<file path="src/rtl/uart_pkg.sv">
// Shared UART definitions: FSM state encoding, default frame shape and line levels.
// Used by the transmitter and intended for the matching receiver.
package uart_pkg;

   typedef enum logic [2:0] {
      StIdle,
      StStart,
      StData,
      StParity,
      StStop
   } uart_state_e;

   localparam int unsigned DEFAULT_DATA_BITS = 8;
   localparam int unsigned DEFAULT_STOP_BITS = 1;

   localparam logic LINE_IDLE  = 1'b1;
   localparam logic LINE_START = 1'b0;
   localparam logic LINE_STOP  = 1'b1;

endpackage

</file>
<file path="src/rtl/uart_tx_fifo.sv">
// Synchronous byte FIFO for the UART transmitter; full/empty come from the occupancy count.
// Pushes while full and pops while empty are ignored.
module uart_tx_fifo #(
   parameter int unsigned WIDTH = 8,
   parameter int unsigned DEPTH = 4
) (
   input  logic                   clk,
   input  logic                   reset,
   input  logic                   push,
   input  logic [WIDTH-1:0]       wdata,
   input  logic                   pop,
   output logic [WIDTH-1:0]       rdata,
   output logic [$clog2(DEPTH):0] count,
   output logic                   full,
   output logic                   empty
);

   localparam int unsigned PtrW = $clog2(DEPTH);
   localparam int unsigned CntW = PtrW + 1;

   logic [WIDTH-1:0] mem_q [DEPTH];
   logic [PtrW-1:0]  wr_ptr_q, wr_ptr_d;
   logic [PtrW-1:0]  rd_ptr_q, rd_ptr_d;
   logic [CntW-1:0]  count_q, count_d;
   logic             do_push, do_pop;

   assign full    = (count_q == CntW'(DEPTH));
   assign empty   = (count_q == '0);
   assign do_push = push && !full;
   assign do_pop  = pop && !empty;
   assign rdata   = mem_q[rd_ptr_q];
   assign count   = count_q;

   // Pointers are exactly log2(DEPTH) wide, so increments wrap modulo DEPTH.
   always_comb begin
      wr_ptr_d = wr_ptr_q;
      rd_ptr_d = rd_ptr_q;
      count_d  = count_q;
      if (do_push) begin
         wr_ptr_d = wr_ptr_q + PtrW'(1);
      end
      if (do_pop) begin
         rd_ptr_d = rd_ptr_q + PtrW'(1);
      end
      case ({do_push, do_pop})
         2'b10:   count_d = count_q + CntW'(1);
         2'b01:   count_d = count_q - CntW'(1);
         default: count_d = count_q;
      endcase
   end

   always_ff @(posedge clk or posedge reset) begin
      if (reset) begin
         wr_ptr_q <= '0;
         rd_ptr_q <= '0;
         count_q  <= '0;
      end else begin
         wr_ptr_q <= wr_ptr_d;
         rd_ptr_q <= rd_ptr_d;
         count_q  <= count_d;
      end
   end

   always_ff @(posedge clk) begin
      if (do_push) begin
         mem_q[wr_ptr_q] <= wdata;
      end
   end

endmodule

</file>
<file path="src/rtl/uart_tx.sv">
// FIFO-buffered UART transmitter: one line bit per baud tick, LSB first, gap-free frames.
// Define UART_TX_PARITY_EN to insert an even-parity bit between the payload and stop bits.
module uart_tx
   import uart_pkg::*;
#(
   parameter int unsigned DATA_BITS  = DEFAULT_DATA_BITS,
   parameter int unsigned STOP_BITS  = DEFAULT_STOP_BITS,
   parameter int unsigned FIFO_DEPTH = 4
) (
   input  logic                        clk,
   input  logic                        reset,
   input  logic                        tick,
   input  logic [DATA_BITS-1:0]        data_in,
   input  logic                        valid_in,
   output logic                        ready_out,
   output logic                        tx,
   output logic                        busy,
   output logic [$clog2(FIFO_DEPTH):0] fifo_count
);

   localparam int unsigned IdxW = $clog2(DATA_BITS);

   uart_state_e          state_q, state_d;
   logic [DATA_BITS-1:0] shift_q, shift_d;
   logic [IdxW-1:0]      idx_q, idx_d;
   logic                 stop_q, stop_d;
   logic                 tx_q, tx_d;
   logic                 load;

   logic                 fifo_pop;
   logic                 fifo_full;
   logic                 fifo_empty;
   logic [DATA_BITS-1:0] fifo_head;

`ifdef UART_TX_PARITY_EN
   logic                 parity_q, parity_d;
`endif

   uart_tx_fifo #(
      .WIDTH (DATA_BITS),
      .DEPTH (FIFO_DEPTH)
   ) u_fifo (
      .clk   (clk),
      .reset (reset),
      .push  (valid_in && ready_out),
      .wdata (data_in),
      .pop   (fifo_pop),
      .rdata (fifo_head),
      .count (fifo_count),
      .full  (fifo_full),
      .empty (fifo_empty)
   );

   assign ready_out = !fifo_full;
   assign tx        = tx_q;
   assign busy      = (state_q != StIdle);

   always_comb begin
      state_d  = state_q;
      shift_d  = shift_q;
      idx_d    = idx_q;
      stop_d   = stop_q;
      tx_d     = tx_q;
      load     = 1'b0;
      fifo_pop = 1'b0;
`ifdef UART_TX_PARITY_EN
      parity_d = parity_q;
`endif
      if (tick) begin
         case (state_q)
            StIdle: begin
               load = !fifo_empty;
            end
            StStart: begin
               tx_d    = shift_q[0];
               idx_d   = '0;
               state_d = StData;
            end
            StData: begin
               if (idx_q == IdxW'(DATA_BITS - 1)) begin
                  stop_d = 1'b0;
`ifdef UART_TX_PARITY_EN
                  tx_d    = parity_q;
                  state_d = StParity;
`else
                  tx_d    = LINE_STOP;
                  state_d = StStop;
`endif
               end else begin
                  shift_d = shift_q >> 1;
                  tx_d    = shift_d[0];
                  idx_d   = idx_q + IdxW'(1);
               end
            end
`ifdef UART_TX_PARITY_EN
            StParity: begin
               tx_d    = LINE_STOP;
               state_d = StStop;
            end
`endif
            StStop: begin
               if (stop_q == 1'(STOP_BITS - 1)) begin
                  // Refill straight from the FIFO so consecutive frames have no idle gap.
                  load = !fifo_empty;
                  if (fifo_empty) begin
                     tx_d    = LINE_IDLE;
                     state_d = StIdle;
                  end
               end else begin
                  stop_d = 1'b1;
               end
            end
            default: begin
               tx_d    = LINE_IDLE;
               state_d = StIdle;
            end
         endcase
      end

      if (load) begin
         fifo_pop = 1'b1;
         shift_d  = fifo_head;
         tx_d     = LINE_START;
         state_d  = StStart;
`ifdef UART_TX_PARITY_EN
         parity_d = ^fifo_head;
`endif
      end
   end

   always_ff @(posedge clk or posedge reset) begin
      if (reset) begin
         state_q <= StIdle;
         shift_q <= '0;
         idx_q   <= '0;
         stop_q  <= 1'b0;
         tx_q    <= LINE_IDLE;
      end else begin
         state_q <= state_d;
         shift_q <= shift_d;
         idx_q   <= idx_d;
         stop_q  <= stop_d;
         tx_q    <= tx_d;
      end
   end

`ifdef UART_TX_PARITY_EN
   always_ff @(posedge clk or posedge reset) begin
      if (reset) begin
         parity_q <= 1'b0;
      end else begin
         parity_q <= parity_d;
      end
   end
`endif

endmodule

</file>
<file path="config.mk">
export PLATFORM = sky130hd
export DESIGN_NAME = uart_tx
export DESIGN_NICKNAME = d
export VERILOG_FILES = /design/src/rtl/uart_pkg.sv /design/src/rtl/uart_tx_fifo.sv /design/src/rtl/uart_tx.sv
export SDC_FILE = /design/constraint.sdc
export NUM_CORES = 1
export LEC_CHECK = 0
export ABC_AREA = 1
export CAP_MARGIN = 0
export CORE_MARGIN = 1.5
export CORE_UTILIZATION = 43
export DETAILED_ROUTE_END_ITERATION = 10
export GPL_TIMING_DRIVEN = 0
export PLACE_DENSITY = 0.58
export SYNTH_ARGS = -nofsm -noshare
export SYNTH_HDL_FRONTEND = slang
export SYNTH_SLANG_ARGS = --single-unit
</file>
<file path="constraint.sdc">
create_clock -name clk -period 2.8 [get_ports clk]
set_clock_uncertainty 0.2 [all_clocks]
set_input_delay 0.56 -clock clk [delete_from_list [all_inputs] [get_ports clk]]
set_output_delay 0.56 -clock clk [all_outputs]
set_load 0.005 [all_outputs]
</file>
==> impl_metrics.tcl <==
set metrics [dict create \
    grt_max_degree 23 \
    end_kind "register" \
    clk_pin_slew_ns 0.10 \
    crit_type "input pin to register" \
    grt_pass1_vias 1768 \
    p_switching_mw 1.090 \
    maxCapViolations 0 \
    drc 0 \
    max-slew-margin-rel_pct 43.06 \
    clk_latency_ns 0.31 \
    path_delay_family "buffers and inverters" \
    via_per_inst 4.853 \
    clock_tree.root_cell "clkbuf_8" \
    cts_resized 0 \
    cp_max_fo 10 \
    port_buffers 17 \
    crit_path_start_kind "input pin" \
    final_cell_mix "nand2_1 (69), inv_1 (42), nand3_1 (34), edfxtp_1 (32), dfrtp_1 (21)" \
    start_util_pct 44.05 \
    p_comb_share_pct 41.3 \
    grt_pass1_wl_um 8411 \
    critPathMostFrequentCell "inv_1" \
    drtPass1Iterations 4 \
    hpwl_um 3288 \
    p_leak_nw 1.365 \
    maxSlewViolCount 0 \
    p_sw_share_pct 38.69 \
    ys_seq_area_share_pct 58.35 \
    pwr-share-clk_pct 16.2 \
    post-route-period-util_pct 93.72 \
    hold_path_class "register to register" \
    grt-ovfl-total 0 \
    area_growth_pct 13.85 \
    netlist_area_um2 2592 \
    ys_warn_count 0 \
    seq_power_share_pct 42.5 \
    crit_buf_inv 5 \
    n_antenna_cell 0 \
    fp.dieH_um 80.65 \
    layout-drive-gt1-share_pct 10.96 \
    rsz0062_at_grt "false" \
    cts_tree "done" \
    postCtsSetupRepairBufs 0 \
    synth_nets 287 \
    fill_cells 560 \
    finalWeightedCongestion 0.8474 \
    antenna_found_initial 0 \
    rows 28 \
    syn_avg_cell_area_um2 9.710 \
    postCtsHoldBufs 0 \
    cts_buffers 5 \
    dieArea_um2 6504 \
    worstMarginPinSlew_ns 0.8532 \
    max_freq_ghz 0.3811 \
    hold_viol 0 \
    num_vias 1781 \
    peakVddDrop_uv 449.3 \
    ys_types 28 \
    wl_um 4738 \
    die_width_um 80.65 \
    crit_chain "clkdlybuf4s50_1, inv_1, nor2_4, nand2_4, inv_2, buf_6, ha_1, inv_1, fa_1, a21oi_1, o21ai_0, xor2_1" \
    track_usage_pct 17.25 \
    setup_viol 0 \
    nets 311 \
    wire_per_inst_um 12.91 \
    fin_area_um2 2952 \
    syn-instance-count 267 \
    outcome "finished, final reports clean" \
    ant_nets 0 \
    synth-seq-cells 54 \
    internal_power_mw 1.728 \
    arrival_ns 2.62 \
    p_per_area_nw_per_um2 954.9 \
    slowest_stage "clkdlybuf4s50_1" \
    num_io_pins 18 \
    coreArea_um2 5886 \
    placed_cell_area_um2 2856 \
    critPathRequiredTime_ns 2.79 \
    drtIter0Drc 119 \
    fin_crit_ns 2.624 \
    clock-sinks 54 \
    clockBufferDepth 2 \
    cts-htree-levels 2 \
    fin_util_pct 50.15 \
    final_common_cell "nand2_1" \
    max_stage_delay_ns 0.55 \
]
-- cells by family (layout without fill, tap and decap cells) --
group | Yosys count | in the layout | share of synthesized area, %
buffers and inverters | 54 | 79 | 9.314
DFF | 54 | 54 | 58.35
and+or+nand+nor | 138 | 138 | 25.10
adders and majority gates | 8 | 8 | 4.150
xor gates and xnor gates | 4 | 4 | 1.352
AOI/OAI and AO/OA | 9 | 9 | 1.737
-- state kept, by name (all words and copies together) (netlist names) --
name,cells
state_q,3
shift_q,8
idx_q,3
u_fifo.wr_ptr_q,2
u_fifo.count,3
tx,1
u_fifo.rd_ptr_q,2
u_fifo.mem_q,32
-- layout make-up --
cell class | instances | area, µm² | share of cell area [%]
tap | 75 | 93.84 | 3.179
clock buffer | 5 | 68.82 | 2.331
inverter | 46 | 172.7 | 5.850
sequential | 54 | 1513 | 51.25
multi-input combinational | 159 | 838.3 | 28.40
buffer | 8 | 68.82 | 2.331
timing repair buffer | 17 | 170.2 | 5.765
clock inverter | 3 | 26.28 | 0.8902
-- through the flow --
step	hold WS, ns	TNS, ns	worst slack (ns)	std cells	power, mW
CTS	0.2933	0	0.2041	367	2.851
detailed placement	0.2688	-0.1238	-0.1238	359	2.392
global placement	0.2597	-0.1006	-0.1006	359	2.371
global route	0.3275	0	0.0009686	367	3.080
finish	0.2882	0	0.1759	367	2.818
floorplan	0.2459	0	0.5962	267	2.031
-- power groups by stage --
stage          Combinational [mW]  Sequential [mW]  Clock [mW]
2_1_floorplan               0.839             1.19           0
3_3_place_gp                 1.16             1.21           0
4_1_cts                      1.18             1.20       0.470
6_report                     1.16             1.20       0.456
5_1_grt                      1.35             1.23       0.501
3_5_place_dp                 1.18             1.22           0
-- worst reg2reg max path, cell delays in order, from the launching register on --
cell and delay (ns):
dfrtp_1 0.45, inv_2 0.12, nand2_2 0.07, nor2_4 0.09, nand2_4 0.07, inv_2 0.07
buf_6 0.13, ha_1 0.15, inv_1 0.07, fa_1 0.38, a21oi_1 0.14, o21ai_0 0.12
xor2_1 0.16
-- final timing paths --
check,slack (ns),startpoint,endpoint,cells after the start
setup / recovery,0.18,tick,u_fifo.count[2]$_DFFE_PP0P_,12
hold / removal,0.29,idx_q[1]$_DFFE_PP0P_,idx_q[1]$_DFFE_PP0P_,2
setup reg to reg,0.46,state_q[0]$_DFFE_PP0P_,u_fifo.count[2]$_DFFE_PP0P_,12
hold reg to reg,0.29,idx_q[1]$_DFFE_PP0P_,idx_q[1]$_DFFE_PP0P_,2
max in group asynchronous,1.36,reset,shift_q[7]$_DFFE_PP0P_,2
min in group asynchronous,0.51,reset,idx_q[0]$_DFFE_PP0P_,2
-- routing by layer --
layer  track usage (%)  part of all wire [%]  routed length [µm]  up-vias
met4             4.828                   1.3                  61        0
met3             3.409                   3.7                 174        6
met2             27.23                    46                2195       24
met5                 0                     0                   0        -
li1                  -                     -                   -      907
met1             24.06                    49                2306      844
-- cell usage after synthesis --
library cell,count,area [µm²]
inv_1,42,157.7
nand2_1,69,259.0
o21ai_1,1,5.000
nor2_1,14,52.55
dfrtp_1,21,525.5
fa_1,1,20.02
o21ai_0,6,30.03
nand2_4,1,11.26
xnor2_1,1,8.760
xor2_1,3,26.28
nand3_1,34,170.2
or2_2,2,12.51
or2_1,1,6.260
nand4_1,9,56.30
nand4_2,1,12.51
nor2_8,1,20.02
clkbuf_4,1,7.510
nand3_2,2,20.02
buf_2,1,5.000
ha_1,7,87.58
inv_2,4,15.01
a21oi_1,2,10.01
nor2_4,1,11.26
buf_6,3,33.78
buf_4,3,22.52
nand2_2,3,18.77
dfstp_2,1,26.28
edfxtp_1,32,960.9
(Power assumes the default switching activity.)
